`src/rtl/onchip_mem_stream_reader_if.sv`:
```
// Bus bundle for onchip_mem_stream_reader: the Avalon-MM read-master pins
// that drive the on-chip memory slave, plus the valid/ready output stream.
// The master modport is the reader's view; slave is the memory + consumer view.
interface onchip_mem_stream_reader_if #(
  parameter int unsigned ADDR_W = 11,
  parameter int unsigned DATA_W = 32
);
  logic [ADDR_W-1:0]   m_address;
  logic                m_chipselect;
  logic                m_write;
  logic [DATA_W/8-1:0] m_byteenable;
  logic                m_clken;
  logic [DATA_W-1:0]   m_readdata;
  logic [DATA_W-1:0]   out_data;
  logic                out_valid;
  logic                out_ready;

  modport master (
    output m_address, m_chipselect, m_write, m_byteenable, m_clken,
    input  m_readdata,
    output out_data, out_valid,
    input  out_ready
  );

  modport slave (
    input  m_address, m_chipselect, m_write, m_byteenable, m_clken,
    output m_readdata,
    input  out_data, out_valid,
    output out_ready
  );
endinterface

```
`src/rtl/onchip_mem_stream_reader.sv`:
```
// onchip_mem_stream_reader: Avalon-MM read master draining a contiguous word
// range from the single-port on-chip memory (fixed 1-cycle read latency) and
// presenting it as a valid/ready stream through a small credit-managed FIFO.
// Optional feature macro: READER_ADDR_WRAP_EN (addresses wrap modulo 2^ADDR_W;
// without it, jobs running past the top of memory are rejected with err).
module onchip_mem_stream_reader #(
  parameter int unsigned ADDR_W     = 11,
  parameter int unsigned DATA_W     = 32,
  parameter int unsigned FIFO_DEPTH = 4
) (
  input  logic                clk,
  input  logic                reset_n,
  input  logic                start,
  input  logic [ADDR_W-1:0]   base_addr,
  input  logic [ADDR_W:0]     length,
  output logic                busy,
  output logic                done,
  output logic                err,
  onchip_mem_stream_reader_if.master bus
);

  localparam int unsigned PTR_W = (FIFO_DEPTH > 1) ? $clog2(FIFO_DEPTH) : 1;
  localparam int unsigned CNT_W = PTR_W + 1;

  typedef enum logic [1:0] {
    S_IDLE,
    S_RUN,
    S_DRAIN
  } state_t;

  state_t state_q, state_d;

  // Job registers
  logic [ADDR_W-1:0] base_q;
  logic [ADDR_W:0]   len_q;
  logic [ADDR_W:0]   issued_q;
  logic              inflight_q;
  logic              done_zero_q;
  logic              err_q;

  // FIFO
  logic [DATA_W-1:0] fifo_mem [FIFO_DEPTH];
  logic [PTR_W-1:0]  wr_ptr_q;
  logic [PTR_W-1:0]  rd_ptr_q;
  logic [CNT_W-1:0]  count_q;

  // Control decode
  logic issue;
  logic drain_done;
  logic accept;
  logic zero_req;
  logic reject_req;
  logic start_reject;
  logic credit_ok;
  logic push;
  logic pop;

`ifdef READER_ADDR_WRAP_EN
  assign start_reject = 1'b0;
`else
  logic [ADDR_W+1:0] job_end;
  assign job_end      = {2'b00, base_addr} + {1'b0, length};
  assign start_reject = job_end > {2'b01, {ADDR_W{1'b0}}};
`endif

  // Words already buffered plus the read still in the memory pipe must leave
  // room for one more, so every issued read is guaranteed a FIFO slot.
  assign credit_ok = ({1'b0, count_q} + (CNT_W+1)'(inflight_q)) < (CNT_W+1)'(FIFO_DEPTH);

  // State register
  always_ff @(posedge clk or negedge reset_n) begin
    if (!reset_n) state_q <= S_IDLE;
    else          state_q <= state_d;
  end

  // Next-state and per-cycle control decode
  always_comb begin
    state_d    = state_q;
    issue      = 1'b0;
    drain_done = 1'b0;
    accept     = 1'b0;
    zero_req   = 1'b0;
    reject_req = 1'b0;
    unique case (state_q)
      S_IDLE: begin
        if (start) begin
          if (length == '0) begin
            zero_req = 1'b1;
          end else if (start_reject) begin
            reject_req = 1'b1;
          end else begin
            accept  = 1'b1;
            state_d = S_RUN;
          end
        end
      end
      S_RUN: begin
        if ((issued_q < len_q) && credit_ok) begin
          issue = 1'b1;
          if (issued_q + (ADDR_W+1)'(1) == len_q) state_d = S_DRAIN;
        end
      end
      S_DRAIN: begin
        if (!inflight_q && (count_q == '0)) begin
          drain_done = 1'b1;
          state_d    = S_IDLE;
        end
      end
      default: state_d = S_IDLE;
    endcase
  end

  // Job bookkeeping, read pipeline tracking and one-cycle status pulses
  always_ff @(posedge clk or negedge reset_n) begin
    if (!reset_n) begin
      base_q      <= '0;
      len_q       <= '0;
      issued_q    <= '0;
      inflight_q  <= 1'b0;
      done_zero_q <= 1'b0;
      err_q       <= 1'b0;
    end else begin
      done_zero_q <= zero_req;
      err_q       <= reject_req;
      inflight_q  <= issue;
      if (accept) begin
        base_q   <= base_addr;
        len_q    <= length;
        issued_q <= '0;
      end else if (issue) begin
        issued_q <= issued_q + (ADDR_W+1)'(1);
      end
    end
  end

  assign push = inflight_q;
  assign pop  = bus.out_valid && bus.out_ready;

  // Output FIFO: captures read data one cycle after issue, pops on transfer
  always_ff @(posedge clk or negedge reset_n) begin
    if (!reset_n) begin
      for (int unsigned i = 0; i < FIFO_DEPTH; i++) fifo_mem[i] <= '0;
      wr_ptr_q <= '0;
      rd_ptr_q <= '0;
      count_q  <= '0;
    end else begin
      if (push) begin
        fifo_mem[wr_ptr_q] <= bus.m_readdata;
        wr_ptr_q           <= wr_ptr_q + PTR_W'(1);
      end
      if (pop) rd_ptr_q <= rd_ptr_q + PTR_W'(1);
      unique case ({push, pop})
        2'b10:   count_q <= count_q + CNT_W'(1);
        2'b01:   count_q <= count_q - CNT_W'(1);
        default: count_q <= count_q;
      endcase
    end
  end

  // busy drops in the cycle done pulses, so it is cleared by the drain exit
  assign busy = (state_q == S_RUN) || ((state_q == S_DRAIN) && !drain_done);
  assign done = drain_done || done_zero_q;
  assign err  = err_q;

  assign bus.m_address    = base_q + issued_q[ADDR_W-1:0];
  assign bus.m_chipselect = issue;
  assign bus.m_write      = 1'b0;
  assign bus.m_byteenable = '1;
  assign bus.m_clken      = 1'b1;
  assign bus.out_data     = fifo_mem[rd_ptr_q];
  assign bus.out_valid    = (count_q != '0);

endmodule

```
`src/flat_wrapper.sv`:
```
// flat-port wrapper written by rule: the top's interface ports become plain ports
module onchip_mem_stream_reader_flat 
#(
  parameter int unsigned ADDR_W     = 11,
  parameter int unsigned DATA_W     = 32,
  parameter int unsigned FIFO_DEPTH = 4
)
  (clk, reset_n, start, base_addr, length, busy, done, err, bus_m_address, bus_m_chipselect, bus_m_write, bus_m_byteenable, bus_m_clken, bus_m_readdata, bus_out_data, bus_out_valid, bus_out_ready);
  onchip_mem_stream_reader_if #(.ADDR_W(ADDR_W), .DATA_W(DATA_W)) bus_i ();
  input  logic clk;
  input  logic reset_n;
  input  logic start;
  input  logic [ADDR_W-1:0] base_addr;
  input  logic [ADDR_W:0] length;
  output logic busy;
  output logic done;
  output logic err;
  output wire logic [$bits(bus_i.m_address)-1:0] bus_m_address;
  output wire logic [$bits(bus_i.m_chipselect)-1:0] bus_m_chipselect;
  output wire logic [$bits(bus_i.m_write)-1:0] bus_m_write;
  output wire logic [$bits(bus_i.m_byteenable)-1:0] bus_m_byteenable;
  output wire logic [$bits(bus_i.m_clken)-1:0] bus_m_clken;
  input wire logic [$bits(bus_i.m_readdata)-1:0] bus_m_readdata;
  output wire logic [$bits(bus_i.out_data)-1:0] bus_out_data;
  output wire logic [$bits(bus_i.out_valid)-1:0] bus_out_valid;
  input wire logic [$bits(bus_i.out_ready)-1:0] bus_out_ready;
  assign bus_m_address = bus_i.m_address;
  assign bus_m_chipselect = bus_i.m_chipselect;
  assign bus_m_write = bus_i.m_write;
  assign bus_m_byteenable = bus_i.m_byteenable;
  assign bus_m_clken = bus_i.m_clken;
  assign bus_i.m_readdata = bus_m_readdata;
  assign bus_out_data = bus_i.out_data;
  assign bus_out_valid = bus_i.out_valid;
  assign bus_i.out_ready = bus_out_ready;
  onchip_mem_stream_reader #(.ADDR_W(ADDR_W), .DATA_W(DATA_W), .FIFO_DEPTH(FIFO_DEPTH)) u_core (.clk(clk), .reset_n(reset_n), .start(start), .base_addr(base_addr), .length(length), .busy(busy), .done(done), .err(err), .bus(bus_i));
endmodule
```
`config.mk`:
```
export PLATFORM = sky130hd
export DESIGN_NAME = onchip_mem_stream_reader_flat
export DESIGN_NICKNAME = d
export VERILOG_FILES = /design/src/rtl/onchip_mem_stream_reader_if.sv /design/src/rtl/onchip_mem_stream_reader.sv /design/src/flat_wrapper.sv
export SDC_FILE = /design/constraint.sdc
export NUM_CORES = 1
export LEC_CHECK = 0
export CORE_AREA = 2 2 146 148
export CTS_CLUSTER_DIAMETER = 40
export DETAILED_ROUTE_END_ITERATION = 8
export DIE_AREA = 0 0 148 150
export DONT_BUFFER_PORTS = 1
export PLACE_DENSITY = 0.64
export SETUP_SLACK_MARGIN = 0.15
export SYNTH_ARGS = -nofsm -noshare
export SYNTH_HDL_FRONTEND = slang
export SYNTH_SLANG_ARGS = --single-unit
```
`constraint.sdc`:
```
create_clock -name clk -period 5.65 [get_ports clk]
set_clock_uncertainty 0.05 [all_clocks]
set_input_delay 1.4125 -clock clk [delete_from_list [all_inputs] [get_ports clk]]
set_output_delay 1.4125 -clock clk [all_outputs]
set_load 0.01 [all_outputs]
```
==> metrics.txt <==
compound-cell area share of the yosys netlist 5.93%; TNS Setup 0 ps; Slew @ Worst Pin 967 ps; slowest CP cell dfrtp_1; Met3 Wirelength 1120 um; TritonCTS clock tree done; Starting Density 44.3%; setup bufs post-CTS 0; origin of the critical flop-to-flop path u_core.issued_q[2]; fraction of registers with async set or reset after synthesis 100%; GRT overflow 0; IO Pins 113; ys flop type dfrtp_1; Worst Hold Class flop to flop; Rel. slew slack 35.5%; crit path kind flop to output port; core region area 20700 um2; Clock Sinks 175; hold buffers post-CTS 0; syn avg cell area 13.0 um2; met2 wire length 9790 um; RePlAce Congestion 0.824; biggest cell delay along the critical path 430 ps; RSZ-0062 raised after global routing false; Worst path top cell family by delay compound AO/OA/AOI/OAI gates; DP HPWL 13800 um; # diodes 0; First DRT Iteration DRCs 231; Reg area 4380 um2; final slew viol count 0; CTS buffer count 17; post-synthesis mux area share 26.9%; top sig layer met4; R2R Setup Slk 2760 ps; cell area after synthesis 9160 um2; worst IR drop on VDD 246 uV; Synth Area in XOR/XNOR 4.02%; vias 5565; wirelength, routed 19600 um; worst hold path cell count 1; crit path launch type flop; die area 22200 um2; status complete, no violations; Std-Cell Rows 53; Remaining DRCs 0; library cells used by synthesis 53; Adder-Cell Fraction of Synth Area 5.99%; largest net degree at the start of global routing 176; capturing point of the worst reg2reg path u_core.state_q[0]; CP most frequent cell o21ai_0; final worst-path cycle share 77.7%; Layout Area Growth over Synthesis 9.43%; Yosys Warn Count 0; share of layout cells above drive strength 1 30.9%; P per Cell Area 631 nW/um2; WL met1 8360 um; initial antenna violation count 0; post-synthesis simple-gate area fraction 6.05%; Die Wd 148 um; CP required 4190 ps; drt wl/cell 19.7 um; Synth Register Bits 175; clock latency on the worst-skew pair 430 ps; critical path cell sequence ha_1 > inv_1 > fa_1 > nor2b_1 > o21ai_0 > a21boi_0 > o21ai_0 > a21oi_1 > o21ai_0 > mux2i_1 > nor2_1; DRT Pass-1 Iters 4; fill count 1812; Crit Path Max Fanout 5; clock transition at the registers of the reported paths 70 ps; hold_sp u_core.count_q[2]; post-synthesis sequential area ratio 47.8%; Final Hold Viols 0; worst-case clock buffer depth 2; die extent in y 150 um; CTS resizes 0; R2R depth 8; fmax 0.228 GHz; Post-synth EDFFs 0; Tot Pwr 6.32 mW; first-pass GRT wire length 32000 um; vias in the first global route 6128; clock root buffer master clkbuf_16; PortBufs 0; Tmin final 4390 ps; multi-input logic area 4500 um2; # setup viols final 0; Final ANT Viol Nets 0; Hold Path End u_core.count_q[2]; P_leak 4.30 nW; Bufs and invs on worst path 1; main combinational cell family by area after synthesis multiplexers; H-tree depth 4; Crit. End Element output port; CP Data Arrival Time 2930 ps; Tot GR Track Use 18.3%; Max Cap Violations 0; cells after synthesis 706; Vias/cell 5.60; nets 806
how the worst max path moves through the flow:
stage / endpoint / startpoint / cells past startpoint
3_3_place_gp: u_core.base_q[10] / base_addr[0] / 11
5_1_grt: bus_m_address[10] / u_core.issued_q[0] / 11
6_report: bus_m_address[10] / u_core.issued_q[0] / 11
4_1_cts: bus_m_address[10] / u_core.issued_q[0] / 11
3_5_place_dp: u_core.base_q[2] / base_addr[0] / 11
2_1_floorplan: u_core.base_q[5] / base_addr[0] / 11
worst reg2reg max path, stage by stage, from the launching register on:
cell and delay [ps]:
dfrtp_1 500, nand3_1 180, nor4_1 580, xnor2_1 130, a2111oi_0 320, nand3_1 130, a2111oi_0 470, nand2_1 210
a21o_1 220
synth_stat cells (all sizes together), types with 4 or more instances:
cell type  number  area share, %
nor2           32            1.3
and2            4           0.27
ha             39            5.3
xnor2          25            2.4
nand2          27            1.1
clkbuf          9           0.37
o21ai          21            1.1
inv            33            1.4
nor2b           6           0.41
a21o            9           0.74
a21oi          18            1.1
and3            5           0.34
xor2           17            1.6
nand3          17           0.93
nor3            6           0.33
nor4            7           0.48
dfrtp         175             48
nand2b          4           0.27
mux4           32            7.9
mux2          150             19
buf            24            1.4
stage by stage:
step	setup WS [ps]	instances	hold WS, ps	area (um2)	utilization [%]
6_report	1260	993	440	10000	48.4
3_3_place_gp	962	961	425	9420	45.5
4_1_cts	1230	993	447	10000	48.4
5_1_grt	995	993	465	10000	48.4
3_5_place_dp	857	961	435	9420	45.5
2_1_floorplan	1260	710	405	9170	-
area by class of cell:
class	instances	share of cell area, %
repair buffers	9	0.674
clock inverters	14	1.61
flip-flops and latches	175	43.7
inverters	33	1.24
clock buffers	18	4.38
well taps	275	3.43
multi-input cells	469	44.9
cells by family (layout without fill, tap and decap cells):
logic type,Yosys count,in the layout
AOI/OAI and AO/OA,79,79
xor gates and xnor gates,42,42
adders and majority gates,42,42
buffers and inverters,66,74
DFF,175,175
muxes,184,184
other,2,6
and+or+nand+nor,116,116
routing by layer:
layer  vias up  GRT usage, %
li1       2544             -
met1      2883          22.7
met2       117          31.1
met3        21          5.64
met4         0          5.38
met5         -             0
report_power, final:
| group | switching, mW | internal, mW | leakage (nW) |
|---|---|---|---|
| sequential | 0.511 | 1.89 | 2.07 |
| combinational | 1.29 | 1.44 | 1.94 |
| clock | 0.540 | 0.644 | 0.290 |
| total | 2.34 | 3.97 | 4.30 |
cells in the final DEF (no fill, tap or decap), drive strengths merged, types with 17 or more instances in the layout:
master  count
clkbuf     18
inv        42
ha         39
nand3      17
a21oi      18
o21ai      21
dfrtp     175
xor2       17
nand2      27
xnor2      25
nor2       32
mux2      150
mux4       32
flip-flops by register name (all words and copies together) (netlist names):
signal,count
u_core.base_q,11
u_core.wr_ptr_q,2
u_core.len_q,12
u_core.issued_q,12
u_core.count_q,3
u_core.err,1
u_core.done_zero_q,1
u_core.fifo_mem,128
u_core.rd_ptr_q,2
u_core.state_q,2
u_core.inflight_q,1
No activity file was read; power rests on OpenSTA's default activity.
